<file path="src/rtl/ef_apb_master_bridge.sv">
// APB3 initiator: valid/ready request stream in, one APB transfer at a time, response stream out.
// Optional ACCESS-phase timeout enabled by defining EF_APBM_TIMEOUT_EN.
module ef_apb_master_bridge #(
  parameter int AW      = 32,
  parameter int DW      = 32,
  parameter int TIMEOUT = 256
) (
  input  logic          PCLK,
  input  logic          PRESET,
  input  logic          req_valid,
  output logic          req_ready,
  input  logic          req_write,
  input  logic [AW-1:0] req_addr,
  input  logic [DW-1:0] req_wdata,
  output logic          rsp_valid,
  input  logic          rsp_ready,
  output logic [DW-1:0] rsp_rdata,
  output logic          rsp_err,
  output logic          PSEL,
  output logic          PENABLE,
  output logic          PWRITE,
  output logic [AW-1:0] PADDR,
  output logic [DW-1:0] PWDATA,
  input  logic          PREADY,
  input  logic [DW-1:0] PRDATA,
  input  logic          PSLVERR
);

  typedef enum logic [1:0] {S_IDLE, S_SETUP, S_ACCESS, S_RESP} state_t;

  state_t        r_state, w_next;
  logic          r_pwrite;
  logic [AW-1:0] r_paddr;
  logic [DW-1:0] r_pwdata;
  logic [DW-1:0] r_rdata;
  logic          r_err;
  logic          w_done;
  logic          w_abort;

  assign w_done = (r_state == S_ACCESS) && PREADY;

`ifdef EF_APBM_TIMEOUT_EN
  localparam int CW = $clog2(TIMEOUT + 1);
  logic [CW-1:0] r_cnt;

  // Counts wait cycles already spent in ACCESS; the cycle that would bring it to TIMEOUT aborts.
  always_ff @(posedge PCLK) begin
    if (PRESET)                               r_cnt <= '0;
    else if (r_state == S_SETUP)              r_cnt <= '0;
    else if (r_state == S_ACCESS && !PREADY)  r_cnt <= r_cnt + 1'b1;
  end

  assign w_abort = (r_state == S_ACCESS) && !PREADY && (r_cnt == CW'(TIMEOUT - 1));
`else
  assign w_abort = 1'b0 && (TIMEOUT != 0);
`endif

  always_ff @(posedge PCLK) begin
    if (PRESET) r_state <= S_IDLE;
    else        r_state <= w_next;
  end

  always_comb begin
    w_next = r_state;
    case (r_state)
      S_IDLE:   if (req_valid)          w_next = S_SETUP;
      S_SETUP:                          w_next = S_ACCESS;
      S_ACCESS: if (w_done || w_abort)  w_next = S_RESP;
      S_RESP:   if (rsp_ready)          w_next = S_IDLE;
      default:                          w_next = S_IDLE;
    endcase
  end

  // Bus fields hold their last value between transfers; only reset clears them.
  always_ff @(posedge PCLK) begin
    if (PRESET) begin
      r_pwrite <= 1'b0;
      r_paddr  <= '0;
      r_pwdata <= '0;
      r_rdata  <= '0;
      r_err    <= 1'b0;
    end else begin
      if (r_state == S_IDLE && req_valid) begin
        r_pwrite <= req_write;
        r_paddr  <= req_addr;
        r_pwdata <= req_wdata;
      end
      if (w_done) begin
        r_rdata <= (r_pwrite || PSLVERR) ? '0 : PRDATA;
        r_err   <= PSLVERR;
      end else if (w_abort) begin
        r_rdata <= '0;
        r_err   <= 1'b1;
      end
    end
  end

  assign req_ready = (r_state == S_IDLE);
  assign PSEL      = (r_state == S_SETUP) || (r_state == S_ACCESS);
  assign PENABLE   = (r_state == S_ACCESS);
  assign rsp_valid = (r_state == S_RESP);
  assign PWRITE    = r_pwrite;
  assign PADDR     = r_paddr;
  assign PWDATA    = r_pwdata;
  assign rsp_rdata = r_rdata;
  assign rsp_err   = r_err;

endmodule

</file>
<file path="config.mk">
export PLATFORM = sky130hd
export DESIGN_NAME = ef_apb_master_bridge
export DESIGN_NICKNAME = d
export VERILOG_FILES = /design/src/rtl/ef_apb_master_bridge.sv
export SDC_FILE = /design/constraint.sdc
export NUM_CORES = 1
export LEC_CHECK = 0
export ABC_AREA = 1
export BUFFER_PORTS_ARGS = -buffer_cell sky130_fd_sc_hd__clkbuf_2
export CAP_MARGIN = 20
export CORE_MARGIN = 2
export CORE_UTILIZATION = 40
export DETAILED_ROUTE_END_ITERATION = 10
export PLACE_DENSITY_LB_ADDON = 0.12
export SETUP_SLACK_MARGIN = 0.05
export SLEW_MARGIN = 5
export SYNTH_ARGS = -nofsm -noshare
export SYNTH_HDL_FRONTEND = slang
export SYNTH_SLANG_ARGS = --single-unit
</file>
<file path="constraint.sdc">
create_clock -name PCLK -period 2.95 [get_ports PCLK]
set_clock_uncertainty 0.2 [all_clocks]
set_input_delay 0.59 -clock PCLK [delete_from_list [all_inputs] [get_ports PCLK]]
set_output_delay 0.59 -clock PCLK [all_outputs]
set_load 0.02 [all_outputs]
</file>
; ---- Word-level counts from Yosys, hierarchy flattened
; Index checks and enable logic that the tools add are counted.
[word_totals]
in_bits = 103
output_inout_bits = 102
ff_bits = 100
wordCells = 23
[classes]
n_reduce_logical = 6
eq_ne = 6
muxes = 5
[ops]
columns = operator, n
row1 = $mux 32, 1
row2 = $pmux 2 s4, 1
row3 = $mux 2, 3
row4 = $eq 2x2->1 const B, 2
row5 = $ne 2x1->1 const B, 2
row6 = $reduce_and 3->1, 1
row7 = $eq 2x1->1 const B, 1
row8 = $logic_and 1x1->1, 2
row9 = $logic_not 2->1, 1
row10 = $logic_or 1x1->1, 2
row11 = $ne 2x2->1 const B, 1

; ---- Depth between registers and ports, before layout
[depth]
word_depth = 4
ltp_mapped = 8
depth_no_buf = 7

; ---- Worst setup path before layout
; Ideal clock, no wire load.
[synth_path]
path_kind = flip-flop to flip-flop
from = register r_state[0]
to = register r_rdata[21], in the netlist rsp_rdata[21]
synth_period_minus_slack_ns = 1.659
setup_ns = 0.071
path_slack_ns = 1.291
n_path_buf = 2
path_stages_with_launch = 9
t_arrival_ns = 1.388
required_time_ns = 2.679
path_cell_list = dfxtp_1 > inv_1 > ha_1 > nand2_2 > nor2b_1 > buf_4 > buf_8 > nand2_2 > a21oi_2
[synth_via]
elab_chain_cells = 2
[synth_rtl]
columns = element, line_no
row1 = start: declaration, 31  ; state_t r_state, w_next;
row2 = start signal: assignment, 60  ; else r_state <= w_next;
row3 = $eq 2x2->1, -
row4 = net PENABLE, 20  ; output logic PENABLE,
row5 = $logic_and 1x1->1, 40  ; assign w_done = (r_state == S_ACCESS) && PREADY;
row6 = end signal: assignment, 89  ; r_rdata <= (r_pwrite || PSLVERR) ? '0 : PRDATA;
row7 = end: declaration, 35  ; logic [DW-1:0] r_rdata;
; The timed path passes the listed nets, and every way through them passes these cells.
; A chain may end at the register's enable or synchronous reset.

; ---- Worst setup path after layout
[layout_path]
from = register r_state[0]
to = output port PENABLE
[layout_via]
elab_chain_cells = 1
[layout_rtl]
columns = element, line_no
row1 = $eq 2x2->1, 100  ; assign PENABLE = (r_state == S_ACCESS);
row2 = end: declaration, 20
; No other way between the ends.

==> impl_metrics.toml <==
[status]
status = "finished, final reports clean"

[critical_path]
worstSetupPathType = "flop to primary output"
critical_path.max_stage_delay_ns = 0.32
critPathSlowestCell = "dfxtp_1"
cp_num_buf_inv = 2
cp-end-kind = "primary output"
cpLargestDelayFamily = "flip-flops"
critPathLaunchType = "flop"
worstPathArrival_ns = 1.28
critical_path_peak_fanout = 5
path_cells = "inv_1, ha_1, clkbuf_2"
rrSetupSlack_ns = 1.12
r2r_start = "r_state[1]"
startpoint = "r_state[0]"
required_ns = 2.16

[clock_network]
clk_latency_ns = 0.35
h-tree-depth = 3
cts_buffer_depth = 2
postCtsResizedCells = 0
cts_root_buf = "clkbuf_8"
cts_sinks = 100
cts_buffers = 9
hold_buffers = 0
cts_tree = "yes"
cts_setup_buffers = 0
path_clk_slew_ns = 0.09

[route]
drt-vias-per-instance = 4.61
ant_nets = 0
post_drt_wl_per_cell_um = 12.6
drt_drc_violations_left = 0
firstDrtPassIters = 4
dr.first_iter.drc_count = 99
drt-total-wl_um = 9460
vias = 3475

[pwr]
power_density_mw_per_mm2 = 873
p_clk_frac = 0.205
pwr-share-seq = 0.423
combPwrFrac = 0.372
ir_drop_v = 0.000460
p_sw_frac = 0.392
p_int_uw = 2560
p_sw_uw = 1650
p_leak_uw = 0.00230

[timing]
max_freq_mhz = 483
setup_viol = 0
fin_ws_ns = 0.880
fin_crit_ns = 2.07
slew_headroom = 0.394
hold_viol_final = 0
post-route-period-util = 0.702
maxSlewViolCount = 0
setup-tns-final_ns = 0
tightest_slew_ns = 0.908
rsz0062_at_grt = "false"

[layout]
drive_above_1_share = 0.386
final_common_cell = "clkbuf_2"
stdcell_area_mm2 = 0.00483
syn2layout_area_growth_pct = 34.3
fillers = 891
diodes = 0
layout_common_cells = "clkbuf_2, nor2_1, dfxtp_1"
fin_nets = 747

[synth]
syn_area_mm2 = 0.00360
ys_ff_latch = 100
synth_nets = 559
synth.avg_cell_area_um2 = 7.94
synth_top_area_frac = 0.557
yosysTopAreaCell = "dfxtp_1"
synth_cell_types = 19
ys.warnings.count = 0
synth_area_leaders = "dfxtp_1, nor2_1, o21ai_0"
netlist_instances = 453
synth-seq-area-share = 0.557

[floorplanning]
die_y_um = 98.8
coreArea_mm2 = 0.00872
rows = 34
dieWidth_um = 98.8
start_util = 0.412
boundaryPins = 205
die-area_mm2 = 0.00977

[place]
place_hpwl_um = 6660
gp_congestion = 0.759
numPortBuffers = 204
place_ws_ns = 0.927
dpl_cell_area_mm2 = 0.00464

[run]
maxCapViolCount = 0

[hold_path]
worstHoldStart = "PRDATA[20]"
hold_path.class = "input port to flop"

[global_routing]
antenna_found_initial = 0
overflow = 0
grt_pass1_vias = 3249
grt_pass1_wl_um = 15100
grt_use_total = 0.190
grt_max_degree = 68
-- area by class of cell --
| type | count | area (um2) | area share |
|---|---|---|---|
| Clock inverter | 4 | 50.0 | 0.0104 |
| Clock buffer | 11 | 141 | 0.0293 |
| Timing Repair Buffer | 209 | 1070 | 0.222 |
| Tap cell | 108 | 135 | 0.0280 |
| Sequential cell | 100 | 2000 | 0.414 |
| Multi-Input combinational cell | 314 | 1410 | 0.291 |
| Inverter | 7 | 26.3 | 0.00544 |
-- final timing paths --
path	cells after the start	to
hold / removal	3	rsp_rdata[20]
setup / recovery	3	PENABLE
setup reg to reg	6	PWDATA[15]
hold reg to reg	2	rsp_rdata[8]
-- per-layer routing --
metal | track usage | part of all wire | vias up
li1 | - | - | 1806
met1 | 0.230 | 0.43 | 1524
met2 | 0.309 | 0.46 | 129
met3 | 0.0638 | 0.082 | 16
met4 | 0.0801 | 0.019 | 0
met5 | 0 | 0 | -
-- per-stage QoR --
stage          std cells   util  hold slack, ns  power, uW
3_5_place_dp         738  0.532           0.257       3410
5_1_grt              753  0.554           0.238       4520
2_1_floorplan        453      -           0.333       2880
4_1_cts              753  0.554           0.238       4280
6_report             753  0.554           0.255       4210
3_3_place_gp         738  0.532           0.250       3370
-- power by group through the flow --
| stage | Sequential (uW) | Clock [uW] | Combinational, uW |
|---|---|---|---|
| 2_1_floorplan | 2130 | 0 | 749 |
| 6_report | 1780 | 865 | 1570 |
| 3_5_place_dp | 1810 | 0 | 1590 |
| 3_3_place_gp | 1800 | 0 | 1580 |
| 4_1_cts | 1780 | 895 | 1600 |
| 5_1_grt | 1820 | 944 | 1750 |
-- state kept, by name (all words and copies together), names as in the netlist --
| signal | count |
|---|---|
| r_state | 2 |
| PWRITE | 1 |
| PWDATA | 32 |
| rsp_rdata | 32 |
| rsp_err | 1 |
| PADDR | 32 |
-- kinds of logic (layout without fill, tap and decap cells) --
kind of cell,after synthesis,after routing,synth area share
and+or+nand+nor,213,213,0.232
DFF,100,100,0.557
AOI/OAI and AO/OA,98,98,0.147
buffers and inverters,39,231,0.0543
adders and majority gates,3,3,0.0104
-- synth_stat cells, drive strengths merged --
cell type	instances
dfxtp	100
ha	3
clkbuf	15
a21oi	33
nand3	2
nand2	74
nor2	135
nor2b	1
o21ai	65
inv	7
buf	17
or2	1
-- worst reg2reg max path, cell delays in order (launching register included) --
cell and delay [ns]:
dfxtp_1 0.37, inv_1 0.07, ha_1 0.23, nand2_2 0.09, buf_4 0.47, o21ai_0 0.19, nor2_1 0.14
Note: power is estimated with default switching activity, not from simulation.
